===== src/rtl/pipe_ctrl_pkg.sv =====
// Shared encodings for the pipeline controller: memory access codes,
// next-PC select values, FSM states and the load classifier.
package pipe_ctrl_pkg;

    typedef enum logic [3:0] {
        MEM_NO_RW = 4'd0,
        MEM_LB    = 4'd1,
        MEM_LH    = 4'd2,
        MEM_LW    = 4'd3,
        MEM_LBU   = 4'd4,
        MEM_LHU   = 4'd5,
        MEM_SB    = 4'd6,
        MEM_SH    = 4'd7,
        MEM_SW    = 4'd8
    } mem_rw_e;

    typedef enum logic [1:0] {
        PC_PLUS4  = 2'd0,
        PC_BRANCH = 2'd1,
        PC_JALR   = 2'd2
    } pc_sel_e;

    typedef enum logic [1:0] {
        ST_INIT     = 2'd0,
        ST_RUN      = 2'd1,
        ST_MEM_WAIT = 2'd2
    } state_e;

    function automatic logic is_load(input logic [3:0] code);
        logic res;
        res = 1'b0;
        case (code)
            MEM_LB, MEM_LH, MEM_LW, MEM_LBU, MEM_LHU: res = 1'b1;
            default:                                  res = 1'b0;
        endcase
        return res;
    endfunction

endpackage


===== src/rtl/pipe_ctrl.sv =====
// Five-stage pipeline hazard controller: memory-wait stalls, load-use
// interlock, branch/jump redirect, performance counters and wait timeout.
//
// state       | meaning
// ------------+------------------------------------------------------
// ST_INIT     | first cycle after reset; pipeline flushed, fetch held
// ST_RUN      | normal issue; hazards resolved combinationally
// ST_MEM_WAIT | M-stage access outstanding; E/M held until ready
module pipe_ctrl
    import pipe_ctrl_pkg::*;
#(
    parameter int CNT_W   = 32,
    parameter int TIMEOUT = 255
) (
    input  logic             clk,
    input  logic             rst,
    input  logic [4:0]       decode_i_rs1,
    input  logic [4:0]       decode_i_rs2,
    input  logic             decode_i_need_jump,
    input  logic             decode_i_is_jalr,
    input  logic [3:0]       regE_i_mem_rw,
    input  logic [4:0]       regE_i_wb_rd,
    input  logic [3:0]       regM_i_mem_rw,
    input  logic             dmem_i_ready,
    output logic             ctrl_o_FD_stall,
    output logic             ctrl_o_D_bubble,
    output logic             ctrl_o_E_bubble,
    output logic             ctrl_o_EM_stall,
    output logic             ctrl_o_W_bubble,
    output logic [1:0]       ctrl_o_pc_sel,
    output logic [CNT_W-1:0] ctrl_o_stall_cnt,
    output logic [CNT_W-1:0] ctrl_o_flush_cnt,
    output logic             ctrl_o_mem_timeout
);

    localparam int WAIT_W = (TIMEOUT < 2) ? 1 : $clog2(TIMEOUT + 1);
    localparam logic [WAIT_W-1:0] WAIT_LIM = WAIT_W'(TIMEOUT);

    state_e            state;
    logic [WAIT_W-1:0] wait_cnt;
    logic              in_init;
    logic              mem_wait;
    logic              load_use;
    logic              redirect;

    // Hazard classification in strict priority order; each term masks the lower ones.
    always_comb begin
        in_init  = !rst || (state == ST_INIT);
        mem_wait = !in_init && (regM_i_mem_rw != MEM_NO_RW) && !dmem_i_ready;
        load_use = !in_init && !mem_wait && is_load(regE_i_mem_rw) &&
                   (regE_i_wb_rd != 5'd0) &&
                   ((regE_i_wb_rd == decode_i_rs1) || (regE_i_wb_rd == decode_i_rs2));
        redirect = !in_init && !mem_wait && !load_use && decode_i_need_jump;
    end

    always_comb begin
        ctrl_o_FD_stall = 1'b0;
        ctrl_o_D_bubble = 1'b0;
        ctrl_o_E_bubble = 1'b0;
        ctrl_o_EM_stall = 1'b0;
        ctrl_o_W_bubble = 1'b0;
        ctrl_o_pc_sel   = PC_PLUS4;
        if (in_init) begin
            ctrl_o_FD_stall = 1'b1;
            ctrl_o_D_bubble = 1'b1;
            ctrl_o_E_bubble = 1'b1;
            ctrl_o_W_bubble = 1'b1;
        end else if (mem_wait) begin
            ctrl_o_FD_stall = 1'b1;
            ctrl_o_EM_stall = 1'b1;
            ctrl_o_W_bubble = 1'b1;
        end else if (load_use) begin
            ctrl_o_FD_stall = 1'b1;
            ctrl_o_E_bubble = 1'b1;
        end else if (redirect) begin
            ctrl_o_D_bubble = 1'b1;
            ctrl_o_pc_sel   = decode_i_is_jalr ? PC_JALR : PC_BRANCH;
        end
    end

    always_ff @(posedge clk) begin
        if (!rst) begin
            state              <= ST_INIT;
            wait_cnt           <= '0;
            ctrl_o_mem_timeout <= 1'b0;
            ctrl_o_stall_cnt   <= '0;
            ctrl_o_flush_cnt   <= '0;
        end else begin
            case (state)
                ST_INIT: state <= ST_RUN;
                ST_RUN: begin
                    if (mem_wait)
                        state <= ST_MEM_WAIT;
                end
                ST_MEM_WAIT: begin
                    if (dmem_i_ready) begin
                        state    <= ST_RUN;
                        wait_cnt <= '0;
                    end else begin
                        if (wait_cnt != WAIT_LIM)
                            wait_cnt <= wait_cnt + 1'b1;
                        // Flag is raised by the edge that completes the TIMEOUT-th wait cycle.
                        if (wait_cnt >= WAIT_LIM - 1'b1)
                            ctrl_o_mem_timeout <= 1'b1;
                    end
                end
                default: state <= ST_INIT;
            endcase

            if (ctrl_o_FD_stall && (ctrl_o_stall_cnt != '1))
                ctrl_o_stall_cnt <= ctrl_o_stall_cnt + 1'b1;
            if (redirect && (ctrl_o_flush_cnt != '1))
                ctrl_o_flush_cnt <= ctrl_o_flush_cnt + 1'b1;
        end
    end

endmodule


===== config.mk =====
export PLATFORM = sky130hd
export DESIGN_NAME = pipe_ctrl
export DESIGN_NICKNAME = d
export VERILOG_FILES = /design/src/rtl/pipe_ctrl_pkg.sv /design/src/rtl/pipe_ctrl.sv
export SDC_FILE = /design/constraint.sdc
export NUM_CORES = 1
export LEC_CHECK = 0
export ABC_AREA = 1
export BUFFER_PORTS_ARGS = -buffer_cell sky130_fd_sc_hd__buf_2
export CAP_MARGIN = 15
export CORE_MARGIN = 4
export CORE_UTILIZATION = 55
export CTS_CLUSTER_SIZE = 12
export DETAILED_ROUTE_END_ITERATION = 8
export PLACE_DENSITY = 0.8
export REMOVE_ABC_BUFFERS = 1
export SLEW_MARGIN = 20
export SYNTH_ARGS = -nofsm -noshare
export SYNTH_HDL_FRONTEND = slang
export SYNTH_SLANG_ARGS = --single-unit

===== constraint.sdc =====
create_clock -name clk -period 1.94 [get_ports clk]
set_input_delay 0.388 -clock clk [delete_from_list [all_inputs] [get_ports clk]]
set_output_delay 0.388 -clock clk [all_outputs]
set_load 0.02 [all_outputs]

==> flow_summary.json <==
{
  "reg2regPathDepth": 10,
  "cts.path.max_buffers": 2,
  "drtPass1Iterations": 5,
  "finalPower_mw": 3.17,
  "synthesis.area_sq_um": 4720,
  "clock_latency_ps": 350,
  "rows": 33,
  "grt_pass1_vias": 4942,
  "synth-seq-cells": 75,
  "ys_warn_count": 0,
  "via_per_inst": 5.36,
  "grt_use_total_pct": 26.2,
  "maxCapViolCount": 0,
  "die_w_um": 101,
  "start_util_pct": 56.9,
  "rr_endpoint": "ctrl_o_stall_cnt[16]$_SDFFE_PN0P_",
  "violations": "setup timing",
  "slew_viol_final": 0,
  "yosys.area.top_type": "dfxtp_1",
  "synth_cell_types": 37,
  "root_buffer": "clkbuf_8",
  "syn_to_final_growth_pct": 22.7,
  "period_needed_ps": 1950,
  "dp.cells": 1000,
  "status": "complete, but fails checks",
  "drt_wl_total_um": 13500,
  "p_per_area_nw_per_um2": 548,
  "finalSetupTns_ps": -6.38,
  "worstPathArrival_ps": 1560,
  "grt_max_degree": 38,
  "cts_hold_buffers": 0,
  "grt_setup_unrepaired": "yes",
  "yosysMostFrequentCell": "nand2_1",
  "crit_type": "reg -> out",
  "hold_class": "in -> reg",
  "syn_area_per_cell_sq_um": 5.99,
  "initialDrtViolationCount": 252,
  "grt_pass1_wl_um": 21800,
  "leakage_nw": 2.56,
  "drive_gt1_share_pct": 20.2,
  "ant_nets": 0,
  "vdd.ir_drop.worst_uv": 359,
  "instances_no_fill": 1022,
  "synth-edff-count": 0,
  "antenna_found_initial": 0,
  "yosys.area.top_type_share_pct": 31.8,
  "place_hpwl_um": 10000,
  "setup_viol": 1,
  "seq_area_sq_um": 1510,
  "boundaryPins": 100,
  "synthTopCellsByCount": "245 x nand2_1, 156 x nor2_1, 78 x inv_1",
  "whs_endpoint": "wait_cnt[1]$_SDFFE_PN0P_",
  "hp-start": "dmem_i_ready",
  "cts_tree": "built",
  "async_flop_share_pct": 0,
  "required_ps": 1550,
  "dieArea_sq_um": 10100,
  "die_h_um": 101,
  "reg2reg_slack_ps": 130,
  "rr_startpoint": "ctrl_o_stall_cnt[1]$_SDFFE_PN0P_",
  "globalRouteOverflowTotal": 0,
  "gp_congestion": 0.946,
  "yosysSeqAreaShare_pct": 31.8,
  "htreeDepth": 3,
  "worst_slew_pin_slew_ps": 583,
  "wire_per_inst_um": 13.2,
  "worst_clock_skew_ps": 7.81,
  "synthCells": 788,
  "core-area_sq_um": 8300,
  "cts.clk_slew.worst_paths_ps": 80,
  "synth_ff_type": "dfxtp_1",
  "dr_total_vias": 5481,
  "synthTopCellsByArea": "dfxtp_1 32%, nand2_1 19%, nor2_1 12%",
  "crit_fanout": 4,
  "end_kind": "output pin",
  "route.detailed.drc": 0,
  "cts.sinks": 75,
  "slew_headroom_pct": 60.7,
  "max_clock_freq_mhz": 514,
  "numCtsBuffers": 9,
  "multi_input_area_sq_um": 2870,
  "fin_ws_ps": -6.38,
  "period_share_pct": 100,
  "nets": 944,
  "timing_hold_violations_final": 0,
  "fill_cells": 747,
  "diodes": 0,
  "io_buffers": 99,
  "min_path_cells": 4,
  "start_kind": "flip-flop"
}
[worst max-delay path, stage by stage (launching register included)]
cell and delay (ps):
dfxtp_2 320, o21ai_1 130, inv_1 90, o21ai_2 90, nor2_2 50, nand2_2 150, nand3_4 120, nor2_1 110
buf_4 140
[registers in the layout (all words and copies together), names as in the netlist]
signal              cells
ctrl_o_flush_cnt       32
ctrl_o_mem_timeout      1
ctrl_o_stall_cnt       32
state                   2
wait_cnt                8
[power by group]
part / switching (mW) / internal [mW]
Sequential: 0.0137 / 1.55
Combinational: 0.170 / 0.101
Clock: 0.610 / 0.727
Total: 0.794 / 2.38
[metal layers]
layer  GRT usage (%)  wire [um]  share of wire (%)  up-vias
met3            3.04        816                6.0       35
met4            10.3        351                2.6        0
met5               0          0                  0        -
met1            32.3       5600                 41     2494
met2            46.2       6730                 50      216
li1                -          -                  -     2736
[worst max-delay path by stage]
| stage | start | to | slack, ps | cells past startpoint |
|---|---|---|---|---|
| final | state[0]$_SDFFE_PN0P_ | ctrl_o_pc_sel[0] | -6 | 8 |
| after global routing | state[0]$_SDFFE_PN0P_ | ctrl_o_pc_sel[0] | -100 | 8 |
| after CTS | state[0]$_SDFFE_PN0P_ | ctrl_o_pc_sel[1] | 9 | 8 |
| after detailed placement | regE_i_wb_rd[3] | ctrl_o_flush_cnt[26]$_SDFFE_PN0P_ | 20 | 14 |
| after global placement | regE_i_wb_rd[3] | ctrl_o_flush_cnt[19]$_SDFFE_PN0P_ | 90 | 14 |
| after floorplan | regM_i_mem_rw[3] | ctrl_o_pc_sel[0] | -350 | 8 |
[logic make-up after synthesis]
kind of cell,after synthesis,synth area share (%)
AOI/OAI and AO/OA,61,6.81
xor gates and xnor gates,22,4.08
adders and majority gates,4,1.06
buffers and inverters,101,8.85
DFF,75,31.8
and+or+nand+nor,525,47.4
[placed cells by master, fill, tap and decap left out, drive strengths merged, types with 2 or more instances in the layout]
cell    synthesis  routed
or2             2       2
buf            13     133
ha              4       4
xor2           19      19
nand3          65      65
nor2          162     162
a21oi          49      49
nor3           17      17
inv            80      80
o21ai           7       7
bufinv          0       2
nand2         249     249
nand4          21      21
nand3b          7       7
xnor2           3       3
dfxtp          75      75
clkbuf          7      10
clkinv          1       4
[layout make-up]
class,instances,area share [%]
Tap cell,105,2.27
Clock buffer,10,2.20
Inverter,81,5.25
Multi-Input combinational cell,612,49.6
Clock inverter,6,1.56
Timing Repair Buffer,133,13.2
Sequential cell,75,26.0
[stage by stage]
stage	setup WS (ps)	cell area, sq um	utilization, %	hold WS (ps)
final	-6.38	5790	69.8	368
after global routing	-98.8	5790	69.8	389
after CTS	8.59	5700	68.6	355
after detailed placement	18.9	5440	65.6	452
after global placement	85.5	5440	65.6	436
after floorplan	-349	4610	-	435
[timing repair]
item                                    CTS  global route
endpoints found under the setup margin    4            51
pin swaps                                 2             7
cloned                                    0             0
buffers inserted                          2             4
gates resized for setup                   4            22
No activity file was read; power rests on OpenSTA's default activity.
